$ cat src/rtl/and16.sv
// and16: 16-bit bitwise AND with zero flag and popcount, plus a registered copy of result and zero flag.
// Latency: out/zero/ones combinational, out_q/zero_q one clk after a/b; no backpressure.
module and16 #(
  parameter int WIDTH = 16
) (
  input  logic [WIDTH-1:0]           a,
  input  logic [WIDTH-1:0]           b,
  output logic [WIDTH-1:0]           out,
  input  logic                       clk,
  input  logic                       reset,
  output logic [WIDTH-1:0]           out_q,
  output logic                       zero,
  output logic                       zero_q,
  output logic [$clog2(WIDTH+1)-1:0] ones
);

  localparam int CW = $clog2(WIDTH + 1);

  logic [WIDTH-1:0] out_d;
  logic             zero_d;
  logic [CW-1:0]    ones_sum;

  // Combinational path never touches clk/reset, so it stays valid with them floating.
  always_comb begin
    out_d  = a & b;
    zero_d = ~|out_d;
  end

  always_comb begin
    ones_sum = '0;
    for (int k = 0; k < WIDTH; k++) begin
      ones_sum = ones_sum + CW'(out_d[k]);
    end
  end

  assign out  = out_d;
  assign zero = zero_d;
  assign ones = ones_sum;

  always_ff @(posedge clk) begin
    if (reset) begin
      out_q  <= '0;
      zero_q <= 1'b1;
    end else begin
      out_q  <= out_d;
      zero_q <= zero_d;
    end
  end

endmodule

$ cat config.mk
export PLATFORM = sky130hd
export DESIGN_NAME = and16
export DESIGN_NICKNAME = d
export VERILOG_FILES = /design/src/rtl/and16.sv
export SDC_FILE = /design/constraint.sdc
export NUM_CORES = 1
export LEC_CHECK = 0
export ABC_AREA = 1
export BUFFER_PORTS_ARGS = -buffer_cell sky130_fd_sc_hd__buf_2
export CAP_MARGIN = 20
export CORE_ASPECT_RATIO = 1.2
export CORE_MARGIN = 2
export CORE_UTILIZATION = 39
export DETAILED_ROUTE_END_ITERATION = 6
export MAX_ROUTING_LAYER = met4
export PLACE_DENSITY_LB_ADDON = 0.12
export SYNTH_ARGS = -nofsm -noshare
export SYNTH_HDL_FRONTEND = slang
export SYNTH_SLANG_ARGS = --single-unit
$ cat constraint.sdc
create_clock -name clk -period 4.4 [get_ports clk]
set_input_delay 0.22 -clock clk [delete_from_list [all_inputs] [get_ports clk]]
set_output_delay 0.22 -clock clk [all_outputs]
set_load 0.03 [all_outputs]
==> impl_metrics.py <==
metrics = {
    "outcome": {
        "outcome": "finished clean",
    },
    "logic_synthesis": {
        "synth_cell_types": 17,
        "syn-num-nets": 169,
        "synth-seq-area-share_pct": 34.74,
        "synth_xor_area_share_pct": 1.788,
        "synth-seq-cells": 17,
        "synth_mux_area_share_pct": 0,
        "yosys.area_share.simple_pct": 21.07,
        "synth.area.top_cells": "dfxtp_1 35%, fa_1 20%, inv_1 11%, nand2_1 8.4%, ha_1 7.7%",
        "synth_area_um2": 979.7,
        "avgSynthCellArea_um2": 8.233,
        "syn_inst": 119,
        "synth_top_family_by_area": "adder cells",
        "ys_warn_count": 0,
        "yosys.area.top_type_share_pct": 34.74,
        "synthAdderAreaFrac_pct": 28.10,
        "synth-compound-area-share_pct": 1.533,
        "yosys.area.top_type": "dfxtp_1",
    },
    "die": {
        "ioPinCount": 73,
        "start_util_pct": 42.05,
        "row_count": 19,
        "die_area_um2": 2931,
        "core_area_um2": 2330,
        "fp.dieW_um": 49.76,
        "die_y_um": 58.91,
    },
    "setup_path": {
        "crit_family": "adder cells",
        "cp_num_buf_inv": 6,
        "slowest_delay_ns": 0.53,
        "cpMostUsedCell": "fa_1",
        "crit_fanout": 3,
        "critical_path.slowest_cell": "fa_1",
        "path_class": "in -> out",
        "worst-path-stages": 14,
        "crit_arrival_ns": 3.58,
        "path_cells": "buf_2, nand2_1, inv_1, fa_1, inv_1, fa_1, fa_1, fa_1, inv_1, ha_1, inv_1, fa_1, o21ai_0, buf_2",
        "cp-end-kind": "primary output",
        "critPathRequiredTime_ns": 4.18,
        "crit_path_start_kind": "input port",
    },
    "clocking": {
        "clk_pin_slew_worst_paths_ns": 0.10,
        "cts_setup_buffers": 0,
        "cts_tree": "done",
        "htree_levels": 1,
        "root_buffer": "clkbuf_4",
        "cts.hold.buffers_added": 0,
        "numCtsBuffers": 3,
        "cts_resized": 0,
        "cts_sinks": 17,
        "clk_path_buf_depth": 2,
    },
    "layout": {
        "antennaDiodeCount": 0,
        "layout-drive-gt1-share_pct": 43.01,
        "fin_cells": 224,
        "fin_nets": 244,
        "areaGrowthSynthToFinish_pct": 41.76,
        "post-route-util_pct": 59.61,
    },
    "place": {
        "dp.cells": 220,
        "gp_congestion": 0.7828,
        "place_hpwl_um": 2069,
        "port_buffers": 72,
    },
    "sta": {
        "setup_viol": 0,
        "worst_slew_pin_slew_ns": 0.3084,
        "rsz0062_at_grt": "no",
        "hold_violations": 0,
        "slew_violations": 0,
        "fin_crit_sh_pct": 86.34,
        "fmax_mhz": 263.2,
        "slew_headroom_pct": 79.44,
        "setup_tns_ns": 0,
        "min_period_ns": 3.799,
    },
    "hold_path": {
        "hold_end": "out_q[3]$_SDFF_PP0_",
        "whs_path_depth": 3,
        "hp-start": "b[3]",
        "hold_path_class": "in -> reg",
    },
    "power": {
        "peakVddDrop_mv": 0.5326,
        "seqPwrFrac_pct": 29.6,
        "combPwrFrac_pct": 54.9,
        "p_sw_share_pct": 45.69,
        "power_frac_clock_pct": 15.5,
        "power_uw": 545.0,
        "p_sw_uw": 249.0,
        "intPower_uw": 296.0,
        "p_leak_uw": 0.0009327,
        "power_density_nw_per_um2": 392.4,
    },
    "grt": {
        "track_usage_pct": 18.09,
        "grt_remaining_overflow": 0,
        "grt_pass1_wl_um": 3946,
        "global_route.usage.met2_pct": 32.19,
        "grt_pass1_vias": 936,
        "grt_antenna_before_repair": 0,
        "met3_usage_pct": 1.015,
        "grt_max_degree": 18,
        "busiest_layer": "met2",
        "grt_use_met1_pct": 20.97,
    },
    "routing": {
        "drt-pass1-iter-count": 4,
        "drc": 0,
        "wl_per_cell_um": 10.52,
        "ant_nets": 0,
        "wirelength_um": 2357,
        "drt_iter0_markers": 12,
        "vias_per_cell": 4.241,
        "route.vias.total": 950,
    },
    "run": {
        "cap_violations": 0,
    },
}
==> cell families (layout without fill, tap and decap cells) <==
logic type,count (synthesis),count (layout)
adder cells (fa/ha/maj),16,16
AO/OA/AOI/OAI,3,3
buffers and inverters,31,105
flip-flops,17,17
XOR/XNOR,2,2
AND/OR/NAND/NOR,50,50
==> state kept, by name (all words and copies together) (netlist names) <==
register,count
out_q,16
zero_q,1
==> cells in the mapped netlist, drive strengths merged <==
cell   count
fa        10
a21oi      1
inv       29
nor2      21
nand2     28
xnor2      1
dfxtp     17
nand3      1
ha         6
o21ai      2
xor2       1
buf        2
==> power groups by stage <==
| stage | registers (µW) | clock network, µW | logic (µW) |
|---|---|---|---|
| floorplan | 178 | 0 | 208 |
| global placement | 165 | 0 | 294 |
| detailed placement | 165 | 0 | 303 |
| CTS | 161 | 85.7 | 304 |
| global route | 162 | 94.1 | 335 |
| finish | 161 | 84.7 | 299 |
==> how the worst max path moves through the flow <==
stage	end	slack, ns	from
after floorplan	ones[4]	0.36	a[1]
after global placement	ones[4]	0.67	a[1]
after detailed placement	ones[4]	0.60	a[1]
after CTS	ones[4]	0.58	a[1]
after global routing	ones[4]	0.44	a[1]
final	ones[4]	0.60	a[1]
==> through the flow <==
stage               worst slack [ns]  hold slack, ns  area, µm²
finish                        0.6010          0.1597       1389
global placement              0.6744          0.4606       1363
CTS                           0.5777          0.1588       1389
detailed placement            0.5954          0.4665       1363
floorplan                     0.3628          0.3504      979.7
global route                  0.4351          0.1787       1389
==> routing by layer <==
metal | vias to the layer above | routed length, µm
met1 | 426 | 919
met4 | 0 | 34
met3 | 4 | 127
met5 | - | 0
met2 | 36 | 1276
li1 | 484 | -
==> cell type report <==
cell class / count / area (µm²)
fill: 242 / 940.9
clock buffer: 4 / 26.28
timing repair buffer: 72 / 360.3
multi-input combinational: 71 / 514.2
tap: 31 / 38.79
sequential: 17 / 340.3
inverter: 29 / 108.9
==> layout by cell type, fill, tap and decap left out <==
cell and instances:
o21ai_0 1, nand3_1 1, nor2_1 20, clkbuf_1 1
fa_1 10, nor2_2 1, o21ai_1 1, xor2_1 1
inv_1 28, nand2_1 22, xnor2_1 1, nand2_2 6
dfxtp_1 17, ha_1 6, a21oi_1 1, buf_2 72
inv_2 1, clkbuf_4 3
Power figures use the tool's default switching activity.
